==> config.mk <==
export PLATFORM = sky130hd
export DESIGN_NAME = scpad_frontend_mc
export DESIGN_NICKNAME = d
export VERILOG_FILES = /design/src/rtl/scpad_frontend_mc.sv
export SDC_FILE = /design/constraint.sdc
export NUM_CORES = 2
export LEC_CHECK = 0
export ABC_AREA = 1
export BUFFER_PORTS_ARGS = -buffer_cell sky130_fd_sc_hd__buf_2
export CAP_MARGIN = 20
export CELL_PAD_IN_SITES_DETAIL_PLACEMENT = 0
export CELL_PAD_IN_SITES_GLOBAL_PLACEMENT = 1
export CORE_UTILIZATION = 49
export CTS_BUF_LIST = sky130_fd_sc_hd__clkbuf_8
export DETAILED_ROUTE_END_ITERATION = 8
export PLACE_DENSITY_LB_ADDON = 0.1
export SKIP_LAST_GASP = 1
export SLEW_MARGIN = 20
export SYNTH_ARGS = -nofsm -noshare
export SYNTH_HDL_FRONTEND = slang
export SYNTH_SLANG_ARGS = --single-unit
==> constraint.sdc <==
create_clock -name clk -period 9.8 [get_ports clk]
set_input_delay 0.98 -clock clk [delete_from_list [all_inputs] [get_ports clk]]
set_output_delay 0.98 -clock clk [all_outputs]
set_load 0.05 [all_outputs]
==> src/rtl/scpad_frontend_mc.sv <==
// Multi-channel scratchpad frontend: per-channel request FIFOs, round-robin issue, in-order response routing.
// Optional SCPAD_FE_BYPASS_EN: a request on an empty channel that wins arbitration drives the body port directly.
module scpad_frontend_mc #(
    parameter int NUM_CH  = 4,
    parameter int DEPTH   = 4,
    parameter int MAX_OUT = 8,
    parameter int ADDR_W  = 20,
    parameter int COL_W   = 5,
    parameter int DATA_W  = 128
) (
    input  logic                     clk,
    input  logic                     n_rst,
    input  logic [NUM_CH-1:0]        req_valid,
    output logic [NUM_CH-1:0]        req_ready,
    input  logic [NUM_CH-1:0]        req_write,
    input  logic [NUM_CH*ADDR_W-1:0] req_addr,
    input  logic [NUM_CH*DATA_W-1:0] req_wdata,
    output logic                     body_valid,
    input  logic                     body_stall,
    output logic                     body_write,
    output logic [ADDR_W-COL_W-1:0]  body_row,
    output logic [COL_W-1:0]         body_col,
    output logic [DATA_W-1:0]        body_wdata,
    input  logic                     body_res_valid,
    input  logic [DATA_W-1:0]        body_res_data,
    output logic [NUM_CH-1:0]        res_valid,
    output logic [DATA_W-1:0]        res_data,
    output logic                     err
);
    localparam int CW = $clog2(NUM_CH);
    localparam int PW = $clog2(DEPTH);
    localparam int OW = $clog2(MAX_OUT);

    logic              q_write [NUM_CH][DEPTH];
    logic [ADDR_W-1:0] q_addr  [NUM_CH][DEPTH];
    logic [DATA_W-1:0] q_data  [NUM_CH][DEPTH];
    logic [PW-1:0]     wptr    [NUM_CH];
    logic [PW-1:0]     rptr    [NUM_CH];
    logic [PW:0]       count   [NUM_CH];

    logic [NUM_CH-1:0] full, nonempty, cand, push, pop;
    logic [CW-1:0]     rr_ptr, grant, lock_ch;
    logic              locked, found, bypass, issue, res_pop;
    logic              head_write;
    logic [ADDR_W-1:0] head_addr;
    logic [DATA_W-1:0] head_data;
    int                k;

    logic [CW-1:0]     oid [MAX_OUT];
    logic [OW-1:0]     owptr, orptr;
    logic [OW:0]       out_count;

    always_comb begin
        for (int c = 0; c < NUM_CH; c++) begin
            full[c]     = count[c] == (PW+1)'(DEPTH);
            nonempty[c] = count[c] != '0;
        end
`ifdef SCPAD_FE_BYPASS_EN
        cand = nonempty | req_valid;
`else
        cand = nonempty;
`endif
        grant = rr_ptr;
        found = 1'b0;
        k     = 0;
        for (int i = 0; i < NUM_CH; i++) begin
            k = int'(rr_ptr) + i;
            if (k >= NUM_CH) k = k - NUM_CH;
            if (!found && cand[k[CW-1:0]]) begin
                found = 1'b1;
                grant = k[CW-1:0];
            end
        end
        // A stalled grant is pinned so late arrivals cannot change body_*
        if (locked) begin
            found = 1'b1;
            grant = lock_ch;
        end
`ifdef SCPAD_FE_BYPASS_EN
        bypass = found && !nonempty[grant];
`else
        bypass = 1'b0;
`endif
        if (bypass) begin
            head_write = req_write[grant];
            head_addr  = req_addr[grant*ADDR_W +: ADDR_W];
            head_data  = req_wdata[grant*DATA_W +: DATA_W];
        end else begin
            head_write = q_write[grant][rptr[grant]];
            head_addr  = q_addr[grant][rptr[grant]];
            head_data  = q_data[grant][rptr[grant]];
        end
        body_valid = found && (out_count < (OW+1)'(MAX_OUT));
        issue      = body_valid && !body_stall;
        for (int c = 0; c < NUM_CH; c++) begin
            push[c] = req_valid[c] && !full[c]
                      && !(bypass && issue && grant == CW'(c));
            pop[c]  = issue && !bypass && grant == CW'(c);
        end
        res_pop   = body_res_valid && out_count != '0;
        res_valid = '0;
        if (res_pop) res_valid[oid[orptr]] = 1'b1;
    end

    assign req_ready  = ~full;
    assign body_write = head_write;
    assign body_row   = head_addr[ADDR_W-1:COL_W];
    assign body_col   = head_addr[COL_W-1:0];
    assign body_wdata = head_data;
    assign res_data   = body_res_data;

    always_ff @(posedge clk or negedge n_rst) begin
        if (!n_rst) begin
            for (int c = 0; c < NUM_CH; c++) begin
                wptr[c]  <= '0;
                rptr[c]  <= '0;
                count[c] <= '0;
            end
            rr_ptr    <= '0;
            locked    <= 1'b0;
            lock_ch   <= '0;
            owptr     <= '0;
            orptr     <= '0;
            out_count <= '0;
            err       <= 1'b0;
        end else begin
            for (int c = 0; c < NUM_CH; c++) begin
                if (push[c]) wptr[c] <= wptr[c] + 1'b1;
                if (pop[c])  rptr[c] <= rptr[c] + 1'b1;
                if (push[c] && !pop[c])      count[c] <= count[c] + 1'b1;
                else if (!push[c] && pop[c]) count[c] <= count[c] - 1'b1;
            end
            if (issue)
                rr_ptr <= (grant == CW'(NUM_CH-1)) ? '0 : grant + 1'b1;
            locked  <= body_valid && body_stall;
            lock_ch <= grant;
            if (issue)   owptr <= owptr + 1'b1;
            if (res_pop) orptr <= orptr + 1'b1;
            if (issue && !res_pop)      out_count <= out_count + 1'b1;
            else if (!issue && res_pop) out_count <= out_count - 1'b1;
            if (body_res_valid && out_count == '0) err <= 1'b1;
        end
    end

    // Storage arrays carry no reset; pointers and counts define validity
    always_ff @(posedge clk) begin
        for (int c = 0; c < NUM_CH; c++) begin
            if (push[c]) begin
                q_write[c][wptr[c]] <= req_write[c];
                q_addr[c][wptr[c]]  <= req_addr[c*ADDR_W +: ADDR_W];
                q_data[c][wptr[c]]  <= req_wdata[c*DATA_W +: DATA_W];
            end
        end
        if (issue) oid[owptr] <= grant;
    end

endmodule

* Word level (Yosys, flattened, before mapping)
Memory sizes are Yosys's and may differ from the RTL's.
Cells that the tools add are included.
** Cells by class
- Bitwise operators :: 7
- Equality and inequality tests :: 7
- Mux-type cells :: 90
- $lt $le $gt $ge :: 21
- Div/mod/pow operators :: 0
- Add/subtract/negate cells :: 28
- Shift-type cells :: 0
- Reductions and logical operators :: 61
- $mul :: 0
** Operators with widths (count)
- $mux W512 :: 4
- $demux W128 S2 :: 4
- $mux W128 :: 6
- $mux W80 :: 4
- $bmux W128 S2 :: 1
- $demux W20 S2 :: 4
- $mux W20 :: 6
- $bmux W20 S2 :: 1
- $logic_and A1 B1 Y1 :: 31
- $mux W4 :: 7
- $ge A3 B3 Y1 const B :: 9
- $mux W2 :: 12
- $mux W3 :: 8
- $mux W1 :: 22
- $add A2 B1 Y2 const B :: 9
- $add A3 B1 Y3 const B :: 6
- $logic_not A1 Y1 :: 18
- $not A2 Y3 :: 6
- $lt A2 B3 Y1 const B :: 5
- $eq A3 B3 Y1 const B :: 4
- $lt A3 B1 Y1 const B :: 4
- $reduce_bool A3 Y1 :: 4
- $sub A3 B1 Y3 const B :: 4
- $bmux W1 S2 :: 5
- 17 further kinds :: 30
** Storage, ports and cells
- Latch bits :: 0
- Memories kept :: 4
- Bits in read-only memories :: 0
- Input bits :: 732
- RAM bits :: 2400
- Logic and storage cells :: 237
- Bits in registers :: 44
- Output and inout port bits :: 287
** Memories
- q_data :: depth 4, width 512, rd ports 1, clocked after Yosys merged registers in 0, write ports 4, RTL line 36 : logic [DATA_W-1:0] q_data [NUM_CH][DEPTH];
- q_addr :: depth 4, width 80, rd ports 1, clocked after Yosys merged registers in 0, write ports 4, RTL line 35 : logic [ADDR_W-1:0] q_addr [NUM_CH][DEPTH];
- oid :: depth 8, width 2, rd ports 1, clocked after Yosys merged registers in 0, write ports 1, RTL line 49 : logic [CW-1:0] oid [MAX_OUT];
- q_write :: depth 4, width 4, rd ports 1, clocked after Yosys merged registers in 0, write ports 4, RTL line 34 : logic q_write [NUM_CH][DEPTH];

* Longest topological paths before layout
- Depth in word-level cells :: 23
- Depth in mapped cells :: 24
- Gate-level depth less buffers :: 20

* Worst setup path before layout
Ideal clock, no wire load.
- Path kind :: input to register
- Start point :: input req_valid[0]
- End point :: memory q_addr[0][0] (netlist name), enable pin
- Library setup time :: 0.660 ns
- Slack :: 1.797 ns
- Required time :: 9.140 ns
- Data arrival time :: 7.342 ns
- Cell stages on the path :: 2
- Path buffers :: 0
- Cell sequence :: nand2_1 > nor2_1
** RTL lines
- from (decl) :: RTL line 13 : input logic [NUM_CH-1:0] req_valid,
- to (decl) :: RTL line 35

* Final worst setup path
- Start point :: register count[3] (netlist name)
- End point :: output body_wdata[31]
** On the way
- Longest elaborated chain between the ends :: 22
- Elaborated cells on any way between the ends :: 32
- Classes of those cells :: 22 x mux; 2 x bitwise; 7 x reduce/logical; 1 x memory
** RTL lines
- from (decl) :: RTL line 39 : logic [PW:0] count [NUM_CH];
- from (signal, indexed assignment) :: RTL line 130 : if (push[c] && !pop[c]) count[c] <= count[c] + 1'b1;
- from (signal, indexed assignment) :: RTL line 131 : else if (!push[c] && pop[c]) count[c] <= count[c] - 1'b1;
- $reduce_bool A3 Y1 (*) :: RTL line 56 : nonempty[c] = count[c] != '0;
- $bmux W1 S2 :: RTL line 69 : if (!found && cand[k[CW-1:0]]) begin
- $mux W1 (implied by the code) :: RTL line 69
- $mux W1 :: RTL line 69
- $logic_not A1 Y1 :: RTL line 69
- $logic_and A1 B1 Y1 :: RTL line 69
- $mux W1 :: RTL line 69
- $logic_not A1 Y1 :: RTL line 69
- [... 4 more ...]
- $mux W2 (*) :: RTL line 69
- $mux W2 (*) :: RTL line 75 : if (locked) begin
- $not A2 Y3 (implied by the code) :: RTL line 91 : head_data = q_data[grant][rptr[grant]];
- $bmux W2 S2 :: RTL line 91
- $mux W2 (implied by the code) (2 in a row) :: RTL line 91
- $not A2 Y3 (implied by the code) :: RTL line 91
- $bmux W128 S2 (*) :: RTL line 91
- $mux W128 (implied by the code) (*) (2 in a row) :: RTL line 91
- to (decl) :: RTL line 23 : output logic [DATA_W-1:0] body_wdata,
Every way passes the cells marked *; elsewhere a longest branch is shown, timed or not. The select of a mux whose other input is x is not followed.

==> flow_metrics.tcl <==
set metrics [dict create \
    final.setup.worst_slack_ns 1.38 \
    clock_latency_ns 1.10 \
    hold_ws_ns 0.109 \
    path_max_fanout 63 \
    die-area_mm2 0.222 \
    cts_root_buf "clkbuf_8" \
    start_util_pct 49.5 \
    nets 11900 \
    max_stage_delay_ns 0.90 \
    dp.cells 13500 \
    hold_violations 0 \
    relSlewSlack_pct 7.90 \
    grt_first_pass_wirelength_mm 527 \
    clock.fmax_mhz 119 \
    ys_seq_elements 2444 \
    clkTransAtPathRegs_ns 0.06 \
    pre_cts_ws_ns 2.46 \
    yosys.cell_types.count 30 \
    via_per_inst 5.57 \
    firstDrtPassIters 8 \
    fp-row-count 171 \
    synthToLayoutAreaGrowth_pct 11.5 \
    cp-start-kind "flop" \
    synth_edf_count 2400 \
    stdcell_count 14400 \
    r2r_end "count[10]" \
    crit_path_frequent_cell "nand2_1" \
    setup_tns_ns 0 \
    critPathKind "flop to output port" \
    hold_class "primary input to flop" \
    grt_usage_pct 32.4 \
    synth.avg_cell_area_um2 10.2 \
    slowest_stage "buf_4" \
    antenna_found_initial 223 \
    hpwl_mm 196 \
    grt_pass1_vias 77300 \
    cts_tree "done" \
    crit-reg2reg-launch "count[3]" \
    r2r_cells 15 \
    cp.required_ns 8.82 \
    post-route-min-period_ns 8.42 \
    numCtsBuffers 423 \
    cp.depth 19 \
    syn_inst 10600 \
    postCtsSetupBuffers 0 \
    portBuffers 762 \
    ant_nets 0 \
    drt_iter0_drc 8335 \
    htreeDepth 5 \
    postCtsHoldBufs 6 \
    cp-startpoint "count[3]" \
    cap_violations 0 \
    cts.sinks 2444 \
    path_cells "nor2_1 -> nand3_1 -> nand3_1 -> nand2_2 -> nor2_4 -> nand3_2 -> nand2_1 -> nand3_4 -> nand2_8 -> nand2_1 -> nand2_1 -> nand2_1 -> nand2_4 -> buf_4 -> buf_4 -> nand2_1 -> nand3_1 -> nand2_1 -> buf_2" \
    cp.arrival_ns 7.44 \
    yosysWarningCount 0 \
    cp-end-kind "output port" \
    path_buf_inv 3 \
    totalWireLength_mm 366 \
    syn-cell-area_mm2 0.108 \
    syn_nets 11400 \
    ff2ff_setup_slack_ns 4.45 \
    grt.overflow.total 0 \
    grt_max_degree 196 \
    io_pins 1019 \
    critical_path.endpoint "body_wdata[31]" \
    worst_pin_slew_ns 1.38 \
    cts_buffer_depth 4 \
    clock_skew_ns 0.0818 \
    die_w_um 471 \
    slew_viol_final 0 \
    vias 80000 \
    dieHeight_um 471 \
    drive_gt1_share_pct 12.4 \
    cts_resized 0 \
    wl_per_cell_um 25.5 \
    post-route-period-util_pct 85.9 \
    setup_viol 0 \
    status "finished clean" \
    ys_seq_area_share_pct 67.7 \
    rsz0062_at_grt "no" \
    crit_family "simple AND/OR/NAND/NOR gates" \
    gp_congestion 0.856 \
    core_area_mm2 0.218 \
    ys.flop_type "edfxtp_1" \
    drc 0 \
    async_flop_share_pct 1.80 \
]
==> through the flow <==
stage          util, %  instance area, um^2
5_1_grt           55.1               120000
3_3_place_gp      51.6               112000
6_report          55.2               120000
3_5_place_dp      51.6               113000
4_1_cts           55.0               120000
2_1_floorplan        -               108000
==> cell families (layout without fill, tap and decap cells) <==
logic type      count (synthesis)  after routing  synth area share (%)
fa+ha+maj                      31             31                 0.394
buf+inv                      1467           2259                  6.23
other cells                     0            135                     0
flops                        2444           2444                  67.7
xor+xnor                       26             26                 0.211
compound gates                 36             36                 0.180
mux                             4              4                0.0417
simple gates                 6579           6579                  25.2
==> layout make-up <==
| class | count | area (um^2) |
|---|---|---|
| antenna | 135 | 338 |
| clock buffer | 435 | 5990 |
| clock inverter | 275 | 1370 |
| fill | 19600 | 97600 |
| inverter | 660 | 2500 |
| multi-input combinational | 6676 | 28300 |
| sequential | 2444 | 73200 |
| tap | 2854 | 3570 |
| timing repair buffer | 889 | 5120 |
==> cell usage in the layout, fill, tap and decap left out, types with 4 or more instances in the layout <==
cell	synthesis	final
a21oi_1	6	6
buf_12	0	19
buf_16	0	4
buf_2	314	761
buf_4	171	94
buf_6	25	4
bufinv_16	0	10
clkbuf_8	0	435
clkinv_1	0	97
clkinv_2	0	34
clkinvlp_4	0	7
dfrtp_1	44	44
diode_2	0	135
dlygate4sd3_1	0	7
edfxtp_1	2400	2400
fa_1	5	5
ha_1	26	26
inv_1	656	782
mux2_2	4	4
nand2_1	4553	4550
nand3_1	1958	1957
nand3_2	5	4
nor2_1	52	35
nor2_4	1	17
o21ai_0	23	23
o22ai_1	4	4
xnor2_1	7	7
xor2_1	19	19
==> layer usage <==
layer / share of wire [%] / track usage (%)
met3: 10 / 9.18
met5: 0.28 / 0.173
met4: 4.1 / 14.6
met1: 40 / 42.5
met2: 46 / 49.9
==> state kept, by name, summed over array words and instances, names as in the netlist <==
register	cells
q_write	16
count	12
lock_ch	2
err	1
locked	1
q_data	2048
wptr	8
rr_ptr	2
rptr	8
orptr	3
owptr	3
oid	16
q_addr	320
out_count	4
==> cell usage after synthesis (23+ instances only) <==
library cell / number / area, um^2
inv_1: 656 / 2460
ha_1: 26 / 325
buf_1: 79 / 297
o21ai_0: 23 / 115
buf_6: 25 / 282
buf_2: 314 / 1570
dfrtp_1: 44 / 1100
nand3_1: 1958 / 9800
nand2_1: 4553 / 17100
clkbuf_1: 218 / 818
nor2_1: 52 / 195
edfxtp_1: 2400 / 72100
buf_4: 171 / 1280
==> how the worst min path moves through the flow <==
stage / start / to / slack [ns] / cells past startpoint
6_report: req_wdata[420] / q_data[3][164] / 0.11 / 1
5_1_grt: req_addr[38] / q_addr[1][18] / 0.03 / 1
4_1_cts: req_wdata[292] / q_data[2][164] / 0.0004 / 1
3_5_place_dp: err / err / 0.44 / 1
3_3_place_gp: err / err / 0.44 / 1
2_1_floorplan: rptr[7] / rptr[7] / 0.44 / 1
Power is left out: the tool's default activity adds up to more than one toggle a clock period on the data nets, which glitch-free logic cannot reach.
